`src/rtl/perf_event_counter_bank.sv`:
```
// perf_event_counter_bank
//   Bank of NUM_CH event counters plus one free-running cycle counter, with
//   freeze/clear/halt control and a one-cycle-latency registered read port.
//   Channel map (default): 0 inst, 1 icache_req, 2 icache_hit,
//   3 dcache_req, 4 dcache_hit; rd_sel == NUM_CH selects the cycle counter.
//
//   Optional build macro: PERF_OVF_STICKY_EN
//     defined   -> ovf[i] is a sticky overflow flag per counter
//                  (ovf[NUM_CH] is the cycle counter's flag)
//     undefined -> ovf is tied to zero and no overflow logic exists
//
//   Read handshake: rd_req is sampled on every rising edge with rd_sel. The
//   edge that samples rd_req=1 raises rd_valid for the following cycle and
//   loads rd_data with the selected counter value as it was before that
//   edge's update (rd_err=1, rd_data=0 if rd_sel is beyond the cycle
//   counter). There is no back-pressure; holding rd_req gives one result
//   per cycle. rd_data holds its last value whenever rd_valid is 0.
module perf_event_counter_bank #(
   parameter int NUM_CH   = 5,
   parameter int CNT_W    = 32,
   parameter int SATURATE = 0,
   parameter int SEL_W    = 3
) (
   input  logic              clk,
   input  logic              rst,
   input  logic [NUM_CH-1:0] ev,
   input  logic              freeze,
   input  logic              clear,
   input  logic              halt,
   input  logic              rd_req,
   input  logic [SEL_W-1:0]  rd_sel,
   output logic              rd_valid,
   output logic [CNT_W-1:0]  rd_data,
   output logic              rd_err,
   output logic              halted,
   output logic [NUM_CH:0]   ovf
);

   localparam int NC = NUM_CH + 1;
   localparam logic [CNT_W-1:0] CNT_MAX = '1;

   typedef enum logic [1:0] {
      ST_RUN    = 2'd0,
      ST_FROZEN = 2'd1,
      ST_HALTED = 2'd2
   } state_t;

   state_t           state_q;
   state_t           state_d;
   logic             count_en;
   logic [NC-1:0]    inc;
   logic [CNT_W-1:0] cnt_q [NC];
   logic [CNT_W-1:0] rd_mux;
   logic             rd_oor;

   // The cycle counter is simply a channel whose event fires every cycle.
   assign inc    = {1'b1, ev};
   assign halted = (state_q == ST_HALTED);

   // FSM state register.
   always_ff @(posedge clk or negedge rst) begin
      if (!rst) begin
         state_q <= ST_RUN;
      end else begin
         state_q <= state_d;
      end
   end

   // Next state and count enable; clear beats halt beats freeze beats counting.
   // The halt cycle itself still counts unless freeze is also high.
   always_comb begin
      state_d  = state_q;
      count_en = 1'b0;
      if (clear) begin
         state_d = ST_RUN;
      end else begin
         count_en = !freeze && (state_q != ST_HALTED);
         case (state_q)
            ST_RUN: begin
               if (halt)        state_d = ST_HALTED;
               else if (freeze) state_d = ST_FROZEN;
            end
            ST_FROZEN: begin
               if (halt)         state_d = ST_HALTED;
               else if (!freeze) state_d = ST_RUN;
            end
            ST_HALTED: begin
               state_d = ST_HALTED;
            end
            default: begin
               state_d = ST_RUN;
            end
         endcase
      end
   end

   // Counter bank: clear zeroes everything, otherwise increment on events,
   // either wrapping or sticking at the maximum value.
   always_ff @(posedge clk or negedge rst) begin
      if (!rst) begin
         for (int i = 0; i < NC; i++) cnt_q[i] <= '0;
      end else if (clear) begin
         for (int i = 0; i < NC; i++) cnt_q[i] <= '0;
      end else if (count_en) begin
         for (int i = 0; i < NC; i++) begin
            if (inc[i] && !((SATURATE != 0) && (cnt_q[i] == CNT_MAX))) begin
               cnt_q[i] <= cnt_q[i] + CNT_W'(1);
            end
         end
      end
   end

   // Read select mux; out-of-range selects return zero.
   always_comb begin
      rd_mux = '0;
      rd_oor = (rd_sel > SEL_W'(NUM_CH));
      for (int i = 0; i < NC; i++) begin
         if (rd_sel == SEL_W'(i)) rd_mux = cnt_q[i];
      end
   end

   // Registered read port; captures pre-update counter values.
   always_ff @(posedge clk or negedge rst) begin
      if (!rst) begin
         rd_valid <= 1'b0;
         rd_data  <= '0;
         rd_err   <= 1'b0;
      end else begin
         rd_valid <= rd_req;
         rd_err   <= rd_req && rd_oor;
         if (rd_req) begin
            rd_data <= rd_oor ? '0 : rd_mux;
         end
      end
   end

`ifdef PERF_OVF_STICKY_EN
   logic [NC-1:0] ovf_q;
   logic [NC-1:0] ovf_hit;

   // A flag fires on the increment that wraps (wrap mode) or that first
   // lands on the maximum value (saturate mode).
   always_comb begin
      ovf_hit = '0;
      for (int i = 0; i < NC; i++) begin
         if (SATURATE != 0) begin
            ovf_hit[i] = count_en && inc[i] && (cnt_q[i] == (CNT_MAX - CNT_W'(1)));
         end else begin
            ovf_hit[i] = count_en && inc[i] && (cnt_q[i] == CNT_MAX);
         end
      end
   end

   // Sticky overflow flags, cleared only by clear or reset.
   always_ff @(posedge clk or negedge rst) begin
      if (!rst) begin
         ovf_q <= '0;
      end else if (clear) begin
         ovf_q <= '0;
      end else begin
         ovf_q <= ovf_q | ovf_hit;
      end
   end

   assign ovf = ovf_q;
`else
   assign ovf = '0;
`endif

endmodule

```
`config.mk`:
```
export PLATFORM = sky130hd
export DESIGN_NAME = perf_event_counter_bank
export DESIGN_NICKNAME = d
export VERILOG_FILES = /design/src/rtl/perf_event_counter_bank.sv
export SDC_FILE = /design/constraint.sdc
export NUM_CORES = 1
export LEC_CHECK = 0
export CORE_MARGIN = 2
export CORE_UTILIZATION = 35
export CTS_CLUSTER_SIZE = 24
export DETAILED_ROUTE_END_ITERATION = 16
export DONT_BUFFER_PORTS = 1
export PLACE_DENSITY = 0.51
export SKIP_LAST_GASP = 1
export SYNTH_ARGS = -nofsm -noshare
export SYNTH_HDL_FRONTEND = slang
export SYNTH_SLANG_ARGS = --single-unit
```
`constraint.sdc`:
```
create_clock -name clk -period 2.87 [get_ports clk]
set_input_delay 0.287 -clock clk [delete_from_list [all_inputs] [get_ports clk]]
set_output_delay 0.287 -clock clk [all_outputs]
set_load 0.005 [all_outputs]
```
==> results_dict.tcl <==
set metrics [dict create \
    crit_path_start_kind "register" \
    fillers 3528 \
    synth.ff_latch_count 228 \
    clock_path_buffers 3 \
    drt-total-wl_mm 35.6 \
    synth_seq_area_share_pct 44.9 \
    slowest_stage "dlygate4sd3_1" \
    worst-setup-path-type "reg -> reg" \
    cts.htree.levels 1 \
    count_of_inserted_antenna_diode_cells 0 \
    grt_most_used_layer "met2" \
    critical_path.max_stage_delay_ns 0.55 \
    ant_nets 0 \
    finalCriticalPeriod_ns 2.65 \
    post_route_clock_skew_ns 0.00616 \
    netlist_top_cells_count "dfrtp_1, nor2_1, clkbuf_1" \
    cp.buffers_inverters 3 \
    clk-insertion-delay-late_ns 0.54 \
    die_height_um 194 \
    cts_inserted_buffers 26 \
    viasPerCell 5.56 \
    timing_worst_slew_pin_value_ns 0.823 \
    worst-endpoint-arrival_ns 3.07 \
    worst_setup_path_end_kind "register" \
    flow.area_growth_from_synthesis_pct 13.9 \
    drt_pass1_iterations 11 \
    fmax_mhz 377 \
    final-setup-viol-count 0 \
    register_area_um2 5710 \
    fp.dieArea_um2 37800 \
    gp_congestion 0.835 \
    fin_setup_tns_ns 0 \
    setup_repair_after_global_routing_missed_its_margin "false" \
    postSynthAreaPerCell_um2 9.12 \
    drive_gt1_share_pct 7.32 \
    grt_pass1_wl_mm 57.6 \
    power-per-cell-area_nw_per_um2 479 \
    critical_path.top_delay_family "buffers and inverters" \
    detailedRoute.firstIterationViolations 861 \
    port_buffers 0 \
    post_synth_instance_area_um2 12700 \
    slew_headroom_pct 45.1 \
    hp-class "in -> async" \
    synth_most_common_cell "dfrtp_1" \
    ctsRootBufferMaster "clkbuf_16" \
    drc 5 \
    yosys.area.top_type "dfrtp_1" \
    utilization_pct 40.6 \
    synthDistinctLibCells 58 \
    ctsHoldBuffers 44 \
    worst_ep_required_time_ns 3.29 \
    number_of_nets_in_the_layout 1425 \
    maxCapViolations 0 \
    fin_crit_sh_pct 92.3 \
    rows 69 \
    overall_die_width_um 194 \
    tritoncts "done" \
    grt_antenna_before_repair 1 \
    initial_standard_cell_utilization_of_the_core_pct 35.6 \
    violations "DRC, hold timing" \
    synthesis.instances 1392 \
    crit_fanout 21 \
    grt_pass1_vias 10077 \
    synth-edff-count 0 \
    ys_dominant_reg_cell "dfrtp_1" \
    hold_ws_ns -0.547 \
    grt_use_met1_pct 27.5 \
    synthArstFlopShare_pct 100 \
    clk_transition_reported_paths_ns 0.06 \
    detail_route.wl_per_cell_um 18.9 \
    grt.total_usage_pct 18.9 \
    maximum_number_of_pins_on_one_net_before_global_route_repair 229 \
    max_slew_violation_total_from_the_final_report 0 \
    post-cts-setup-buffers 0 \
    status "finished with violations" \
    vdd_drop_max_v 0.000375 \
    ys.warnings.count 0 \
    io_pins 55 \
    leakage_nw 5.80 \
    worst_path_most_repeated_cell "buf_4" \
    area_of_the_multi_input_gates_um2 6450 \
    dp_cells 1794 \
    clock_sinks 228 \
    crit_path_cell_trace "nand2b_1, buf_4, a31oi_2, buf_4, nor4b_1, xnor2_1, nor2_1, dlygate4sd3_1" \
    grt_overflow 0 \
    design.core.area_um2 35700 \
    hpwl_mm 23.1 \
    finish.cell_count_without_fillers 1882 \
    yosys.area.top_type_share_pct 44.9 \
    met2_track_usage_gr_pct 29.5 \
    grt_util_met3_pct 2.92 \
    hold_violations 228 \
    dr_total_vias 10461 \
    leading_post_synthesis_cells_by_cell_area "dfrtp_1, nor2_1, xnor2_1" \
]
[power by group]
part | total [mW] | internal (mW) | switching, mW
registers | 3.31 | 3.26 | 0.0476
logic | 0.326 | 0.119 | 0.206
clock network | 3.29 | 1.93 | 1.36
[metrics by stage]
stage / hold slack, ns / setup slack, ns / total power, mW / cell area, um2
finish: -0.547 / 0.220 / 6.92 / 14500
global route: -0.573 / 0.0743 / 7.17 / 14500
CTS: -0.571 / 0.250 / 7.01 / 14500
detailed placement: 0.00885 / 0.468 / 3.62 / 13100
global placement: 0.00887 / 0.461 / 3.61 / 13100
floorplan: -0.00859 / 0.619 / 3.61 / 12700
[registers in the layout, indices dropped and copies added, names as in the netlist]
signal / flops
cnt_q: 192
rd_data: 32
rd_err: 1
rd_valid: 1
state_q: 2
[placed cells by master, fill, tap and decap left out, drive strengths merged, types with 39 or more instances in the layout]
cell	netlist	final
clkbuf	75	39
xor2	67	67
nand2	72	72
a21oi	62	62
xnor2	67	67
nor2	178	178
dlygate4sd3	0	42
dfrtp	228	228
inv	54	54
o21ai	62	62
nand3	49	49
nand4	73	73
[cells by family (layout without fill, tap and decap cells)]
kind of cell	count (synthesis)	in the layout	synth area share [%]
XOR/XNOR	134	134	9.24
AND/OR/NAND/NOR	601	601	25.2
multiplexers	36	36	3.44
flip-flops	228	228	44.9
adder cells (fa/ha/maj)	6	6	0.591
buffers and inverters	147	171	4.55
AO/OA/AOI/OAI	239	239	12.0
other	1	6	0.0295
[routing by layer]
metal | vias up | part of all wire [%]
met3 | 50 | 4.8
met2 | 217 | 45
met1 | 5182 | 48
li1 | 5012 | -
met5 | - | 0
met4 | 0 | 2.4
[worst paths after layout]
check / cells after the start / slack (ns) / to / start
worst max-delay path: 8 / 0.22 / cnt_q[175] / state_q[1]
worst min register to register: 2 / 0.54 / rd_data[28] / rd_data[28]
min in group clk: 2 / 0.04 / cnt_q[191] / clear
worst min-delay path: 0 / -0.55 / cnt_q[134] / rst
max in group asynchronous: 0 / 2.91 / cnt_q[175] / rst
worst max register to register: 8 / 0.22 / cnt_q[175] / state_q[1]
[repair_timing]
item,in CTS,in global routing
resized for setup,0,0
hold endpoints to repair,448,228
setup endpoints to repair,0,0
[worst register-to-register path, cell delays in order (launching register included)]
cell           delay (ns)
dfrtp_1              0.39
nand2b_1             0.22
buf_4                0.23
a31oi_2              0.23
buf_4                0.29
nor4b_1              0.40
xnor2_1              0.17
nor2_1               0.05
dlygate4sd3_1        0.55
[area by class of cell]
cell class                      instances  share of cell area [%]
Timing Repair Buffer                   72                    4.74
Sequential cell                       228                    39.5
Tap cell                              461                    3.99
Inverter                               55                    1.43
Clock buffer                           39                    5.61
Multi-Input combinational cell       1022                    44.6
Clock inverter                          5                   0.173
(Power assumes the default switching activity.)
==> edit, RTL diff (same settings) <==
Change the parameter `NUM_CH` from 5 to 10.
--- a/src/rtl/perf_event_counter_bank.sv
+++ b/src/rtl/perf_event_counter_bank.sv
@@ -16,7 +16,7 @@
 //   counter). There is no back-pressure; holding rd_req gives one result
 //   per cycle. rd_data holds its last value whenever rd_valid is 0.
 module perf_event_counter_bank #(
-   parameter int NUM_CH   = 5,
+   parameter int NUM_CH   = 10,
    parameter int CNT_W    = 32,
    parameter int SATURATE = 0,
    parameter int SEL_W    = 3
Ports: changed (resized ev and ovf); port bits go from 55 to 65. No check against the original RTL was run, so the function may have changed too.
==> edit against the original RTL <==
The flow finishes with violations (negative hold slack). Routed wire length fell by 50%. Count of clock-buffer cells in the layout fell by 17. Sequential power fell by 43%. Sequential cell count fell by 96. Setup slack improved by 270 ps. Die area fell by 44%. Area after synthesis fell by 45%. Worst hold slack improved by 120 ps. Synthesized cell count fell by 44%. Global-route usage fell by 1.6 points. Combinational power fell by 59%. Final area fell by 45%. Total power fell by 37%. Final cell count fell by 45%. Critical endpoint is now cnt_q[95]. Largest cell class is now sequential cells.
==> edit: results (changes against the original RTL) <==
| Metric | Value |
|---|---|
| Clk_skew | `7.221 ps (+1.058 ps)` |
| Syn Inst Count | `784 (-44%)` |
| Fin nets | `785 (-45%)` |
| Main area contributors after synthesis | `dfrtp_1 47%, xnor2_1 7.0%, nor2_1 6.0%` |
| Clock Sinks | `132 (-42%)` |
| Synth cell types | `43 (-26%)` |
| Largest net degree at the start of global routing | `133 (-42%)` |
| Footprint of the multi-input gates | `0.003302 mm^2 (-49%)` |
| Drt first pass iters | `4 (-7)` |
| Placed instance area | `0.007203 mm^2 (-45%)` |
| Vias in the first global route | `5,473 (-46%)` |
| Post-synthesis compound-gate area fraction | `9.532% (-2.5 points)` |
| Final Hold Violating Endpoints | `132 (-42%)` |
| First-pass GRT wire length | `29,590 um (-49%)` |
| Final Hold Slack | `-430.3 ps (+116.2 ps)` |
| Via/cell ratio | `5.274 (-5.1%)` |
| Failing checks | `negative hold slack` |
| YS warnings | `0 (unchanged)` |
| Final clock-cell share | `7.927% (+2.1 points)` |
| Final non-clock buffer share | `2.120% (-2.6 points)` |
| Register area share after synthesis | `46.95% (+2.0 points)` |
| Fillers | `1,935 (-45%)` |
| Static Leak | `3.134 nW (-46%)` |
| Yosys top cell area share | `46.95% (+2.0 points)` |
| HPWL after detailed placement | `11,970 um (-48%)` |
| Post-route design area | `0.007908 mm^2 (-45%)` |
| Clock Path Buffers | `2 (-1)` |
| Num CTS Buffers | `17 (-35%)` |
| Worst-case vdd ir drop | `0.0003504 V (-6.6%)` |
| Worst r2r path cells | `5 (-3)` |
| Htree depth | `4 (+3)` |
| GRT Total Usage | `17.36% (-1.6 points)` |
| Signal buffers | `17 (-76%)` |
| Inverter count | `47 (-15%)` |
| Clock Buffer Count | `22 (-44%)` |
| Metal2 WL | `8202 um (-49%)` |
| Worst skew pair latency | `420 ps (-120 ps)` |
| Cell Pwr Density | `547.9 mW/mm^2 (+14%)` |
| Post-Synth Adder-Cell Area | `0.5335% (-0.058 points)` |
| Initial DRC Count | `486 (-44%)` |
| Wl on met1 | `8484 um (-50%)` |
| Die X | `145.8 um (-25%)` |
| Multi-input gates | `548 (-46%)` |
| Top flop regs | `cnt_q x96, rd_data x32, state_q x2` |
| CP Data Arrival Time | `2730 ps (-340 ps)` |
| Register area | `0.003303 mm^2 (-42%)` |
| WL met3 | `808 um (-53%)` |
| Routed len/inst | `17.08 um (-9.6%)` |
| Area share of xor/xnor cells in the synthesized design | `8.590% (-0.65 points)` |
| Slew @ Worst Pin | `681.7 ps (-141.4 ps)` |
| Crit Path Max Fanout | `6 (-71%)` |
| Synth cell count leaders | `132 x dfrtp_1, 113 x nor2_1, 58 x a21oi_1, 56 x xnor2_1, 53 x clkbuf_1` |
| Multiplexer share of the synthesized area | `4.873% (+1.4 points)` |
| Status | `finished with violations` |
| Final worst slack | `487.9 ps (+267.8 ps)` |
## edit: where the power goes
part           internal [mW]  leakage (nW)  switching (mW)
Combinational         0.0433         0.987          0.0892
Clock                   1.51         0.310           0.802
Sequential              1.87          1.84          0.0104
Total                   3.43          3.13           0.901
## edit: routing by layer
| metal | track usage, % | vias up |
|---|---|---|
| met4 | 5.980 | 0 |
| met5 | 0 | - |
| li1 | - | 2665 |
| met3 | 3.793 | 17 |
| met2 | 26.53 | 121 |
| met1 | 24.35 | 2687 |
## edit: metrics by stage
stage	instances	power, mW
finish	1041	4.333
global route	1041	4.490
CTS	1040	4.374
detailed placement	1004	2.009
global placement	1004	2.007
floorplan	794	2.041
## edit: worst max-delay path, cell delays in order, from the launching register on
cell and delay, ps:
dfrtp_1 450, nand4_1 240, or3_1 390, or4_4 590, or4b_1 490, a21oi_1 150
## edit: repair_timing
action,CTS,global route
gates resized for setup,0,0
buffers inserted,0,0
endpoints found under the hold margin,258,133
hold buffers,4,1
endpoints found under the setup margin,0,0
